### src/rtl/wb_rr_arbiter_pkg.sv
// Shared types and limits for the round-robin Wishbone arbiter.
// Index width helper keeps the picker and the top level in agreement.
package wb_rr_arbiter_pkg;

  localparam int MAX_MASTERS = 8;

  typedef enum logic {
    ARB_IDLE,
    ARB_BUSY
  } arb_state_t;

  function automatic int idx_width(input int n);
    return (n > 1) ? $clog2(n) : 1;
  endfunction

endpackage

### src/rtl/wb_rr_picker.sv
// Combinational round-robin picker: first requester searching upward from last+1.
// Zero latency; no backpressure, the caller samples the result when it can grant.
module wb_rr_picker
  import wb_rr_arbiter_pkg::*;
#(
  parameter int NUM_MASTERS = 4,
  parameter int IDX_W       = idx_width(NUM_MASTERS)
) (
  input  logic [NUM_MASTERS-1:0] req,
  input  logic [IDX_W-1:0]       last,
  output logic [NUM_MASTERS-1:0] gnt,
  output logic [IDX_W-1:0]       idx,
  output logic                   valid
);

  // cand[0] is the highest-priority index, cand[NUM_MASTERS-1] is last itself
  logic [IDX_W-1:0] cand [NUM_MASTERS];

  always_comb begin
    for (int i = 0; i < NUM_MASTERS; i++) begin
      cand[i] = IDX_W'((int'(last) + i + 1) % NUM_MASTERS);
    end
  end

  always_comb begin
    gnt   = '0;
    idx   = '0;
    valid = 1'b0;
    for (int i = 0; i < NUM_MASTERS; i++) begin
      if (!valid && req[cand[i]]) begin
        valid          = 1'b1;
        idx            = cand[i];
        gnt[cand[i]]   = 1'b1;
      end
    end
  end

endmodule

### src/rtl/wb_rr_arbiter.sv
// Round-robin Wishbone B4 classic arbiter; grant held for the whole CYC, one idle turnaround cycle.
// Grant one cycle after CYC is sampled; stalled strobes are ended by a watchdog ERR to the owner.
module wb_rr_arbiter
  import wb_rr_arbiter_pkg::*;
#(
  parameter int NUM_MASTERS    = 4,
  parameter int ADDR_WIDTH     = 16,
  parameter int DATA_WIDTH     = 32,
  parameter int TIMEOUT_CYCLES = 255
) (
  input  logic                              clk_i,
  input  logic                              rst_i,
  input  logic [NUM_MASTERS-1:0]            m_cyc_i,
  input  logic [NUM_MASTERS-1:0]            m_stb_i,
  input  logic [NUM_MASTERS-1:0]            m_we_i,
  input  logic [NUM_MASTERS*ADDR_WIDTH-1:0] m_adr_i,
  input  logic [NUM_MASTERS*DATA_WIDTH-1:0] m_dat_i,
  output logic [DATA_WIDTH-1:0]             m_dat_o,
  output logic [NUM_MASTERS-1:0]            m_ack_o,
  output logic [NUM_MASTERS-1:0]            m_err_o,
  output logic                              s_cyc_o,
  output logic                              s_stb_o,
  output logic                              s_we_o,
  output logic [ADDR_WIDTH-1:0]             s_adr_o,
  output logic [DATA_WIDTH-1:0]             s_dat_o,
  input  logic [DATA_WIDTH-1:0]             s_dat_i,
  input  logic                              s_ack_i,
  input  logic                              s_err_i,
  output logic [NUM_MASTERS-1:0]            gnt_o,
  output logic                              timeout_o
);

  localparam int IDX_W = idx_width(NUM_MASTERS);
  localparam int WD_W  = (TIMEOUT_CYCLES > 0) ? $clog2(TIMEOUT_CYCLES + 1) : 1;
  localparam logic [WD_W-1:0] WD_MAX = WD_W'(TIMEOUT_CYCLES);

  if (NUM_MASTERS < 2 || NUM_MASTERS > MAX_MASTERS) begin : g_bad_num_masters
    $error("wb_rr_arbiter: NUM_MASTERS out of range");
  end

  arb_state_t             state, state_nxt;
  logic [NUM_MASTERS-1:0] gnt_nxt;
  logic [IDX_W-1:0]       own, own_nxt;
  logic [IDX_W-1:0]       last, last_nxt;
  logic [WD_W-1:0]        wd_cnt;
  logic                   busy, wd_fire, wd_clr;
  logic [NUM_MASTERS-1:0] pick_gnt;
  logic [IDX_W-1:0]       pick_idx;
  logic                   pick_vld;

  wb_rr_picker #(
    .NUM_MASTERS(NUM_MASTERS),
    .IDX_W      (IDX_W)
  ) u_picker (
    .req  (m_cyc_i),
    .last (last),
    .gnt  (pick_gnt),
    .idx  (pick_idx),
    .valid(pick_vld)
  );

  assign busy    = (state == ARB_BUSY);
  assign wd_fire = (TIMEOUT_CYCLES != 0) && busy && (wd_cnt == WD_MAX);
  assign m_dat_o = s_dat_i;

  // Everything toward the slave and back is gated by busy, so reset silences it combinationally
  always_comb begin
    s_cyc_o = 1'b0;
    s_stb_o = 1'b0;
    s_we_o  = 1'b0;
    s_adr_o = '0;
    s_dat_o = '0;
    m_ack_o = '0;
    m_err_o = '0;
    if (busy) begin
      s_cyc_o      = m_cyc_i[own];
      s_stb_o      = m_stb_i[own] & ~wd_fire;
      s_we_o       = m_we_i[own];
      s_adr_o      = m_adr_i[int'(own)*ADDR_WIDTH +: ADDR_WIDTH];
      s_dat_o      = m_dat_i[int'(own)*DATA_WIDTH +: DATA_WIDTH];
      m_ack_o[own] = s_ack_i & ~wd_fire;
      m_err_o[own] = s_err_i | wd_fire;
    end
  end

  always_comb begin
    state_nxt = state;
    gnt_nxt   = gnt_o;
    own_nxt   = own;
    last_nxt  = last;
    case (state)
      ARB_IDLE: begin
        if (pick_vld) begin
          state_nxt = ARB_BUSY;
          gnt_nxt   = pick_gnt;
          own_nxt   = pick_idx;
        end
      end
      ARB_BUSY: begin
        // Release always passes through IDLE, giving the slave a turnaround cycle
        if (!m_cyc_i[own]) begin
          state_nxt = ARB_IDLE;
          gnt_nxt   = '0;
          last_nxt  = own;
        end
      end
    endcase
  end

  // A firing watchdog masks s_stb_o, so the count also clears on the cycle after it fires
  assign wd_clr = (TIMEOUT_CYCLES == 0) || (state_nxt != ARB_BUSY) ||
                  !s_stb_o || s_ack_i || s_err_i;

  always_ff @(posedge clk_i or posedge rst_i) begin
    if (rst_i) begin
      state     <= ARB_IDLE;
      gnt_o     <= '0;
      own       <= '0;
      last      <= IDX_W'(NUM_MASTERS - 1);
      wd_cnt    <= '0;
      timeout_o <= 1'b0;
    end else begin
      state     <= state_nxt;
      gnt_o     <= gnt_nxt;
      own       <= own_nxt;
      last      <= last_nxt;
      wd_cnt    <= wd_clr ? '0 : wd_cnt + 1'b1;
      timeout_o <= wd_fire;
    end
  end

  a_gnt_onehot0: assert property (@(posedge clk_i) disable iff (rst_i) $onehot0(gnt_o));

endmodule

### config.mk
export PLATFORM = sky130hd
export DESIGN_NAME = wb_rr_arbiter
export DESIGN_NICKNAME = d
export VERILOG_FILES = /design/src/rtl/wb_rr_arbiter_pkg.sv /design/src/rtl/wb_rr_picker.sv /design/src/rtl/wb_rr_arbiter.sv
export SDC_FILE = /design/constraint.sdc
export NUM_CORES = 1
export LEC_CHECK = 0
export CAP_MARGIN = 20
export CORE_AREA = 2 2 131 133
export DETAILED_ROUTE_END_ITERATION = 8
export DIE_AREA = 0 0 133 135
export GPL_TIMING_DRIVEN = 0
export PLACE_DENSITY = 0.62
export SETUP_SLACK_MARGIN = 0.2
export SLEW_MARGIN = 20
export SYNTH_ARGS = -nofsm -noshare
export SYNTH_HDL_FRONTEND = slang
export SYNTH_HIERARCHICAL = 1
export SYNTH_SLANG_ARGS = --single-unit
export TNS_END_PERCENT = 50
### constraint.sdc
create_clock -name clk_i -period 3.4 [get_ports clk_i]
set_input_delay 0.34 -clock clk_i [delete_from_list [all_inputs] [get_ports clk_i]]
set_output_delay 0.34 -clock clk_i [all_outputs]
set_load 0.02 [all_outputs]
# Word-level counts from Yosys, hierarchy flattened
# Index checks and enable logic that the tools add are counted.
# word_totals
regBits,18
in_bits,240
output_inout_bits,96
word_cells,109
# classes
add_sub_neg,7
order_cmp,10
eq_ne,3
shift,2
n_mux,50
bitwise,12
reduce_logical,19
# ops
cell,count
$shiftx 128x8->32,1
$shiftx 64x7->16,1
$mux 32,1
$mux 4,8
$mux 1,21
$mux 16,1
$lt 2x3->1 const B,5
$bmux 1 s2,7
$or 4x4->4,3
$add 2x2->2 const B,5
$demux 1 s2,5
$ge 2x1->1 const B,5
$logic_and 1x1->1,9
$add 8x1->8 const B,1
$and 4x4->4,2
$eq 8x8->1 const B,1
$mux 2,4
$mux 8,1
$pmux 4 s2,1
$reduce_and 2->1,3
$logic_not 1->1,4
$ne 2x2->1 const B,2
$not 1->1,4
$logic_or 1x1->1,3
other kinds (4),5

# Longest topological paths before layout
# depth
word_depth,20
ltp_mapped,11
mapped_depth_nobuf,9

# Hierarchy
# Netlist, hierarchy kept.
# modules_own_cells
mod,n_inst,cells_per_inst,area_each_um2,seq_area_each_um2
wb_rr_arbiter,1,238,2700.1,452.9
wb_rr_picker,1,65,526.8,0.0

# Worst setup path before layout
# Ideal clock, no wire load.
# synth_timing
kind,register to register
start,register last[0]
end,register gnt_o[1]
setup_ns,0.137
t_arrival_ns,2.513
t_required_ns,3.263
slack_ns,0.750
stages_incl_launch_ff,11
path_buffers,2
period_less_slack_ns,2.650
cell_sequence,dfstp_2 -> buf_6 -> inv_1 -> ha_1 -> mux4_2 -> clkbuf_2 -> a21oi_1 -> o32ai_1 -> a221o_1 -> mux2i_1 -> a21oi_1
# synth_between
elab_chain_cells,15
elab_cells_between_ends,55
classes_between,6 x add/sub; 8 x order compare; 1 x eq/ne; 26 x mux; 3 x bitwise; 11 x reduce/logical
# synth_lines
item,line_no,source
start: declaration,wb_rr_arbiter.sv:44,"logic [IDX_W-1:0] last, last_nxt;"
start signal: assignment,wb_rr_arbiter.sv:119,last <= IDX_W'(NUM_MASTERS - 1);
start signal: assignment,wb_rr_arbiter.sv:126,last <= last_nxt;
branches (longest 12 deep; another with $lt 2x3->1),-,
$mux 4 *,wb_rr_picker.sv:30,if (!valid && req[cand[i]]) begin
via pick_gnt[1],wb_rr_arbiter.sv:47,logic [NUM_MASTERS-1:0] pick_gnt;
$mux 4 *,wb_rr_arbiter.sv:93,if (pick_vld) begin
$pmux 4 s2 *,wb_rr_arbiter.sv:91,case (state)
end signal: assignment,wb_rr_arbiter.sv:124,gnt_o <= gnt_nxt;
end: declaration,wb_rr_arbiter.sv:29,"output logic [NUM_MASTERS-1:0] gnt_o,"
# Mark *: on every way through the listed nets, which the timed path passes. The select of a mux whose other input is x is not followed.
# A chain may end at the register's enable or synchronous reset.

# Worst setup path in the final report
# layout_timing
start,register last[0]
end,register own[1]
# layout_between
elab_chain_cells,14
elab_cells_between_ends,29
classes_between,6 x add/sub; 16 x mux; 7 x reduce/logical
# layout_lines
item,line_no,source
branches (longest 12 deep; another with $add 2x1->2),-,
$mux 1 *,wb_rr_picker.sv:30,
via pick_vld,wb_rr_arbiter.sv:49,logic pick_vld;
$reduce_and 2->1 (no line) *,-,
end signal: assignment,wb_rr_arbiter.sv:125,own <= own_nxt;
end: declaration,wb_rr_arbiter.sv:43,"logic [IDX_W-1:0] own, own_nxt;"
# Marks and branches as above.

==> impl_metrics.toml <==
[power]
vdd_drop_max_mv = 0.216
powerDensity_mw_per_mm2 = 676
p_leak_nw = 2.48

[route]
wire_per_inst_um = 19.9
routed_wl_um = 16500
drt_pre_antenna_iters = 4
drc = 0
vias_per_cell = 4.53
drtIter0Drc = 172
drtAntennaViolNets = 0
vias = 3756

[yosys]
avgSynthCellArea_um2 = 10.6
synth_edf_count = 0
ys_top_cells_by_area = "mux4_2 36%, dfrtp_1 12%, and2_1 9.7%"
synthDominantCellAreaShare_pct = 36.3
synth_cell_types = 50
synth_top_area_cell = "mux4_2"
seq_area_frac_synth_pct = 14.0
syn_area_mm2 = 0.00323
post_synth_inst_count = 303
ys_seq_elements = 18
synth_flop_cell = "dfrtp_1"
yosysWarnings = 6
syn-num-nets = 552
async_flop_share_pct = 100

[global_route]
track_usage_pct = 17.0
grt_max_degree = 19
grt_remaining_overflow = 0
grt_pass1_vias = 3926
grt_pass1_wl_um = 23900
antenna_found_initial = 0

[timing]
period_needed_ns = 3.01
rsz0062_at_grt = "false"
final_max_slew_viol_count = 0
period_share_pct = 88.5
worst_pin_slew_ns = 0.750
skew_ns = 0.00565
tns_ns = 0
hold_viol = 0
fmax_ghz = 0.332
setup_viol = 0
max_slew_margin_pct = 50.0

[critical_path]
end_kind = "register"
reg2reg_depth = 10
rrSetupSlack_ns = 0.39
cp.required_ns = 3.53
path_class = "reg -> reg"
r2r_end = "own[1]"
crit_fanout = 10
start_kind = "register"
critical_path_arrival_ns = 3.13
r2r-start = "last[0]"

[flow_run]
maxCapViolations = 0

[placement]
hpwl_um = 14200
portBuffers = 303
gp_congestion = 0.905

[clock_network]
cts_tree = "yes"
cts_hold_buf = 0
insertion_delay_ns = 0.25
cts_htree_levels = 1
cts_buffer_depth = 2
clockRootBuffer = "clkbuf_16"
cts.sinks = 18
post_cts_resized = 0
path_clk_slew_ns = 0.05
cts_made_buffers = 3
postCtsSetupBuffers = 0

[floorplanning]
io_pins = 336
die_width_um = 133
fp.dieH_um = 135
placementRows = 47
core_area_mm2 = 0.0164
die_area_mm2 = 0.0180
initial_core_util_pct = 19.7

[cells_and_area]
mostFrequentLayoutCells = "303 x clkdlybuf4s50_1, 52 x mux4_2, 50 x and2_1"
fin_util_pct = 40.4
final_common_cell = "clkdlybuf4s50_1"
antenna_cells = 0
nets = 860
syn2layout_area_growth_pct = 105
drive_above_1_share_pct = 19.7

[status]
outcome = "completed"

[worst_hold_path]
hp-class = "in -> async"
[registers in the layout, summed over array words and instances, names as in the netlist]
register / cells
last: 2
own: 2
timeout_o: 1
busy: 1
wd_cnt: 8
gnt_o: 4
[cells in the mapped netlist (all sizes together), types with 2 or more instances]
master,instances
nor2,4
mux4,52
ha,9
a21oi,12
dfrtp,16
o32ai,2
nor3,10
or3,5
o21ai,8
a22oi,2
a211oi,3
a221o,5
dfstp,2
buf,44
inv,15
mux2i,6
mux2,4
o211ai,2
o31ai,3
and2,50
or3b,2
nand3b,2
nand2,6
clkbuf,11
nor3b,3
or2,2
xnor2,2
nand4,2
nand3,4
nor4,3
[final cells by class]
cell class | count | area (um2)
repair buffers | 303 | 3030
multi-input cells | 215 | 2340
well taps | 220 | 275
inverters | 15 | 56.3
flip-flops and latches | 18 | 453
fillers | 1586 | 9780
clock buffers | 4 | 88.8
plain buffers | 55 | 383
[report_power, final]
group	total (mW)	leakage [nW]	internal [mW]	switching, mW
logic	3.88	2.20	2.01	1.87
registers	0.344	0.232	0.281	0.0633
clock network	0.257	0.0442	0.179	0.0785
[per-stage QoR]
| step | hold slack (ns) | cells | setup slack [ns] | power (mW) | instance area (um2) |
|---|---|---|---|---|---|
| after floorplan | 0.277 | 303 | 0.750 | 2.70 | 3230 |
| after global placement | 0.481 | 826 | 0.478 | 4.20 | 6540 |
| after detailed placement | 0.487 | 826 | 0.395 | 4.25 | 6540 |
| after CTS | 0.494 | 830 | 0.385 | 4.53 | 6620 |
| after global routing | 0.517 | 830 | 0.222 | 4.77 | 6630 |
| final | 0.489 | 830 | 0.392 | 4.48 | 6630 |
[per-layer routing]
metal | vias up | GRT usage (%) | share of wire (%)
li1 | 1746 | - | -
met1 | 1842 | 20.4 | 38
met2 | 158 | 32.0 | 54
met3 | 10 | 3.23 | 6.4
met4 | 0 | 2.45 | 0.80
met5 | - | 0 | 0
[worst max-delay path by stage]
stage,start,end
after floorplan,last[0],gnt_o[1]
after global placement,last[0],own[1]
after detailed placement,last[0],own[1]
after CTS,last[0],own[1]
after global routing,last[0],gnt_o[2]
final,last[0],own[1]
[cell families after synthesis]
kind of cell | count (synthesis) | share of synthesized area [%]
simple gates | 97 | 18.3
xor+xnor | 3 | 0.814
compound gates | 44 | 9.93
fa+ha+maj | 9 | 3.49
flops | 18 | 14.0
buf+inv | 70 | 13.6
mux | 62 | 39.8
[worst max-delay path, stage by stage (launching register included)]
cell and delay (ns):
dfstp_2 0.61, buf_6 0.16, inv_1 0.17, ha_2 0.26
or2_2 0.32, a21oi_1 0.19, nor2_1 0.06, o21ai_0 0.15
clkbuf_1 0.30, nor2b_1 0.29, mux2_2 0.37
Power figures use the tool's default switching activity.
